**config.mk**
```make
export PLATFORM = sky130hd
export DESIGN_NAME = issue_scoreboard
export DESIGN_NICKNAME = d
export VERILOG_FILES = /design/src/rtl/proc_pkg.sv /design/src/rtl/issue_scoreboard.sv
export SDC_FILE = /design/constraint.sdc
export NUM_CORES = 1
export LEC_CHECK = 0
export BUFFER_PORTS_ARGS = -buffer_cell sky130_fd_sc_hd__buf_2
export CORE_ASPECT_RATIO = 1.1
export CORE_UTILIZATION = 45
export DETAILED_ROUTE_END_ITERATION = 12
export PLACE_DENSITY = 0.74
export RECOVER_POWER = 50
export SYNTH_ARGS = -nofsm -noshare
export SYNTH_HDL_FRONTEND = slang
export SYNTH_SLANG_ARGS = --single-unit
```
**constraint.sdc**
```tcl
create_clock -name clk -period 4.41 [get_ports clk]
set_input_delay 0.882 -clock clk [delete_from_list [all_inputs] [get_ports clk]]
set_output_delay 0.882 -clock clk [all_outputs]
set_load 0.005 [all_outputs]
```
**src/rtl/proc_pkg.sv**
```systemverilog
// Processor-wide constants and types shared by the decoder and issue logic.
package proc_pkg;

    localparam int unsigned ADDRESS_SIZE     = 32;
    localparam int unsigned REG_ADDRESS_SIZE = 5;
    localparam int unsigned NUM_REGS         = 32;

    typedef logic [REG_ADDRESS_SIZE-1:0] reg_addr_t;

endpackage : proc_pkg

```
**src/rtl/issue_scoreboard.sv**
```systemverilog
// Issue scoreboard: tracks registers with pending writes, blocks RAW/WAW
// hazards, caps in-flight writes and counts issue stalls.
// Optional feature: define SCOREBOARD_BYPASS_EN to let a register being
// retired by writeback this cycle count as free for the issuing instruction.
module issue_scoreboard #(
    parameter int unsigned NUM_REGS         = proc_pkg::NUM_REGS,
    parameter int unsigned REG_ADDRESS_SIZE = proc_pkg::REG_ADDRESS_SIZE,
    parameter int unsigned MAX_OUTSTANDING  = 8
) (
    input  logic                                   clk,
    input  logic                                   reset,
    input  logic                                   issue_valid,
    input  logic [REG_ADDRESS_SIZE-1:0]            addr_r1,
    input  logic [REG_ADDRESS_SIZE-1:0]            addr_r2,
    input  logic [REG_ADDRESS_SIZE-1:0]            addr_rd,
    input  logic                                   register_write,
    output logic                                   issue_ready,
    input  logic                                   wb_valid,
    input  logic [REG_ADDRESS_SIZE-1:0]            wb_addr,
    input  logic                                   flush,
    output logic [NUM_REGS-1:0]                    busy_mask,
    output logic [$clog2(MAX_OUTSTANDING+1)-1:0]   outstanding,
    output logic [31:0]                            stall_count,
    output logic                                   wb_error
);

    localparam int unsigned CNT_W = $clog2(MAX_OUTSTANDING + 1);
    localparam logic [CNT_W-1:0] CNT_MAX = CNT_W'(MAX_OUTSTANDING);
    localparam logic [31:0] STALL_SAT = 32'hFFFF_FFFF;

    // One-hot decode of a register address into the busy vector.
    function automatic logic [NUM_REGS-1:0] onehot(input logic [REG_ADDRESS_SIZE-1:0] a);
        onehot = NUM_REGS'(1) << a;
    endfunction

    logic                  wb_busy;
    logic                  wb_hit;
    logic                  wb_spurious;
    logic [NUM_REGS-1:0]   clr_vec;
    logic [NUM_REGS-1:0]   set_vec;
    logic [NUM_REGS-1:0]   look_busy;
    logic [CNT_W-1:0]      occupancy;
    logic                  rd_nonzero;
    logic                  hazard;
    logic                  full;
    logic                  fire;
    logic                  set_en;
    logic [NUM_REGS-1:0]   busy_d;
    logic [CNT_W-1:0]      outstanding_d;
    logic [31:0]           stall_count_d;
    logic                  wb_error_d;

    // Writeback classification: valid retire vs. spurious retire.
    always_comb begin
        wb_busy     = busy_mask[wb_addr];
        wb_hit      = wb_valid & wb_busy;
        wb_spurious = wb_valid & ~wb_busy & ~flush;
        clr_vec     = wb_hit ? onehot(wb_addr) : '0;
    end

    // State seen by the hazard and capacity checks.
`ifdef SCOREBOARD_BYPASS_EN
    always_comb begin
        look_busy = busy_mask & ~clr_vec;
        occupancy = outstanding - CNT_W'(wb_hit);
    end
`else
    always_comb begin
        look_busy = busy_mask;
        occupancy = outstanding;
    end
`endif

    // Issue decision: RAW/WAW hazards, write-slot capacity, flush and reset.
    always_comb begin
        rd_nonzero  = (addr_rd != '0);
        hazard      = look_busy[addr_r1] | look_busy[addr_r2]
                    | (register_write & look_busy[addr_rd]);
        full        = register_write & rd_nonzero & (occupancy == CNT_MAX);
        issue_ready = reset & ~hazard & ~full & ~flush;
        fire        = issue_valid & issue_ready;
        set_en      = fire & register_write & rd_nonzero;
        set_vec     = set_en ? onehot(addr_rd) : '0;
    end

    // Next-state for busy bits and the in-flight counter; set wins over clear.
    always_comb begin
        busy_d        = busy_mask;
        outstanding_d = outstanding;
        if (flush) begin
            busy_d        = '0;
            outstanding_d = '0;
        end else begin
            busy_d = (busy_mask & ~clr_vec) | set_vec;
            unique case ({set_en, wb_hit})
                2'b10:   outstanding_d = outstanding + CNT_W'(1);
                2'b01:   outstanding_d = outstanding - CNT_W'(1);
                default: outstanding_d = outstanding;
            endcase
        end
        busy_d[0] = 1'b0;
    end

    // Saturating stall counter and sticky spurious-writeback flag.
    always_comb begin
        stall_count_d = stall_count;
        wb_error_d    = wb_error | wb_spurious;
        if (issue_valid && !issue_ready && (stall_count != STALL_SAT)) begin
            stall_count_d = stall_count + 32'd1;
        end
    end

    // State registers with synchronous active-low reset.
    always_ff @(posedge clk) begin
        if (!reset) begin
            busy_mask   <= '0;
            outstanding <= '0;
            stall_count <= '0;
            wb_error    <= 1'b0;
        end else begin
            busy_mask   <= busy_d;
            outstanding <= outstanding_d;
            stall_count <= stall_count_d;
            wb_error    <= wb_error_d;
        end
    end

endmodule : issue_scoreboard

```
==> impl_metrics.env <==
export IMPL_status="finished, final reports clean"
export IMPL_clock_skew_ns=0.0159
export IMPL_top_layer="met4"
export IMPL_setup_tns_ns=0
export IMPL_ios=96
export IMPL_crit_path_start_kind="input pin"
export IMPL_post_route_period_util_pct=84.9
export IMPL_hpwl_mm=9.58
export IMPL_finalSetupViolCount=0
export IMPL_p_clk_share_pct=39.8
export IMPL_avgViaCountPerCell=6.58
export IMPL_dr_pass1_iters=5
export IMPL_cts_setup_buffers=0
export IMPL_stdcell_count=687
export IMPL_rsz0062_at_grt="no"
export IMPL_netSwitchingFraction_pct=29.7
export IMPL_maxCapViolations=0
export IMPL_grt_max_degree=66
export IMPL_yosysUniqueCellTypes=50
export IMPL_p_int_w=0.000868
export IMPL_vias=4519
export IMPL_n_fill_cell=885
export IMPL_synth_edf_count=0
export IMPL_syn_instance_count=488
export IMPL_switchingPower_w=0.000366
export IMPL_worstPathRequired_ns=4.70
export IMPL_syn_avg_cell_area_um2=8.91
export IMPL_ant_nets=0
export IMPL_clk_pin_slew_worst_paths_ns=0.08
export IMPL_synthTopCellsByArea="dfxtp_1 (31%), mux4_2 (13%), o21ai_0 (5.6%), o211ai_1 (5.4%), or3_1 (3.9%)"
export IMPL_p_per_area_nw_per_um2=248
export IMPL_hold_viol=0
export IMPL_cts_resized=0
export IMPL_chipHeight_um=105
export IMPL_vdd_drop_max_uv=135
export IMPL_worstMarginPinSlew_ns=1.01
export IMPL_port_buffers=94
export IMPL_leakage_nw=1.73
export IMPL_antenna_cells=0
export IMPL_die_w_um=95.7
export IMPL_ctsHoldBuffers=0
export IMPL_met2_length_mm=6.35
export IMPL_grt_pass1_wl_mm=21.3
export IMPL_drtIter0Drc=321
export IMPL_period_minus_slack_ns=3.74
export IMPL_maxSlewHeadroom_pct=32.2
export IMPL_root_buffer="clkbuf_8"
export IMPL_cts_buffers=9
export IMPL_synthFlopType="dfxtp_1"
export IMPL_syn_nets=518
export IMPL_wl_met3_mm=1.39
export IMPL_insertion_delay_ns=0.36
export IMPL_antenna_found_initial=0
export IMPL_synth_top_area_share_pct=31.3
export IMPL_rows=37
export IMPL_ys_warnings_count=0
export IMPL_path_max_fanout=14
export IMPL_synth_top_area_cell="dfxtp_1"
export IMPL_comb_power_share_pct=10.0
export IMPL_hold_class="reg2reg"
export IMPL_drive_gt1_share_pct=20.9
export IMPL_grt_usage_pct=27.4
export IMPL_cts_tree="built"
export IMPL_fmax_mhz=267
export IMPL_power_frac_seq_pct=50.2
export IMPL_nNetsFinal=595
export IMPL_ys_seq_area_share_pct=31.3
export IMPL_synth_seq_cells=68
export IMPL_drc_errors=0
export IMPL_met1_length_mm=5.20
export IMPL_drt_total_wl_mm=13.2
export IMPL_coreArea_um2=9350
export IMPL_synthesis_area_um2=4350
export IMPL_place_congestion=0.910
export IMPL_grt_overflow=0
export IMPL_grt_pass1_vias=4189
export IMPL_wl_per_cell_um=19.3
export IMPL_maxSlewViolCount=0
export IMPL_async_reset_ff_share_pct=0
export IMPL_cp_data_arrival_time_ns=4.03
export IMPL_worstSetupPathType="in2reg"
export IMPL_start_util_pct=46.5
export IMPL_dieArea_um2=10100
export IMPL_htreeDepth=3
export IMPL_endpoint_kind="flip-flop"
export IMPL_syn_to_final_growth_pct=14.4
export IMPL_clk_path_buf_depth=2
export IMPL_clock_sinks=68
export IMPL_final_util_pct=53.2
export IMPL_placed_cells=671
==> power by group through the flow <==
| stage | combinational, W | clock (W) | sequential [W] |
|---|---|---|---|
| detailed placement | 0.000121 | 0 | 0.000634 |
| global route | 0.000133 | 0.000524 | 0.000620 |
| global placement | 0.000117 | 0 | 0.000634 |
| floorplan | 0.0000855 | 0 | 0.000634 |
| finish | 0.000123 | 0.000492 | 0.000620 |
| CTS | 0.000121 | 0.000495 | 0.000619 |
==> layer usage <==
layer / up-vias / track usage (%)
li1: 2066 / -
met1: 2146 / 35.5
met2: 271 / 43.6
met3: 36 / 6.62
met4: 0 / 10.0
met5: - / 0
==> through the flow <==
step / hold slack [ns] / cell area [um^2] / power, W / setup WS (ns)
final: 0.487 / 4970 / 0.00123 / 0.667
after global routing: 0.510 / 4970 / 0.00128 / 0.503
after CTS: 0.489 / 5010 / 0.00124 / 0.688
after detailed placement: 0.478 / 4830 / 0.000755 / 0.331
after global placement: 0.459 / 4830 / 0.000751 / 0.429
after floorplan: 0.461 / 4350 / 0.000719 / 0.311
==> synthesized netlist by cell type (12+ instances only) <==
cell type and number:
clkbuf_1 17, inv_1 12, dfxtp_1 68, or3_1 27, o211ai_1 31, nand2_1 37
mux2i_1 14, o21ai_0 49, nor2_1 12, nand4_1 14, nand3_1 24, mux4_2 25
a21oi_1 33
==> area by class of cell <==
type / instances / area [um^2] / area share [%]
clock buffer: 9 / 124 / 2.49
inverter: 13 / 48.8 / 0.981
clock inverter: 7 / 57.6 / 1.16
sequential: 68 / 1360 / 27.4
timing repair buffer: 97 / 455 / 9.16
tap: 117 / 146 / 2.94
multi-input combinational: 376 / 2780 / 55.9
==> critical path: stages <==
cell     delay [ns]
buf_2          0.27
mux4_2         0.54
mux4_2         0.47
o22ai_1        0.18
and4b_4        0.28
nand3_1        0.11
ha_1           0.27
xor2_1         0.16
ha_1           0.18
a21oi_1        0.15
xor2_1         0.09
or3_1          0.30
a21oi_1        0.13
==> state kept, by name (all words and copies together) (netlist names) <==
register     count
busy_mask       31
outstanding      4
stall_count     32
wb_error         1
==> kinds of logic after synthesis <==
kind of cell             after synthesis  share of synthesized area, %
AO/OA/AOI/OAI                        146                          20.4
XOR/XNOR                               3                         0.604
adder cells (fa/ha/maj)                4                          1.15
buffers and inverters                 44                          4.83
flip-flops                            68                          31.3
multiplexers                          48                          19.2
other                                  1                        0.0862
AND/OR/NAND/NOR                      174                          22.4
==> layout by cell type, fill, tap and decap left out, types with 14 or more instances in the layout <==
cell      synthesis  routed
dfxtp_1          68      68
nand4_1          14      14
mux4_2           25      25
o21ai_0          49      49
buf_2             6      64
nand3_1          24      24
a21oi_1          33      33
or3_1            27      27
mux2i_1          14      14
o211ai_1         31      31
nand2_1          37      37
clkbuf_1         17      30
==> final timing paths <==
kind / startpoint / endpoint / slack [ns] / cells after the start
setup / recovery: addr_rd[1] / outstanding[2]$_SDFFE_PP0P_ / 0.67 / 13
setup reg to reg: busy_mask[31]$_SDFF_PP0_ / outstanding[2]$_SDFFE_PP0P_ / 1.13 / 12
hold / removal: stall_count[7]$_SDFFE_PN0P_ / stall_count[7]$_SDFFE_PN0P_ / 0.49 / 2
hold reg to reg: stall_count[7]$_SDFFE_PN0P_ / stall_count[7]$_SDFFE_PN0P_ / 0.49 / 2
Note: power is estimated with default switching activity, not from simulation.
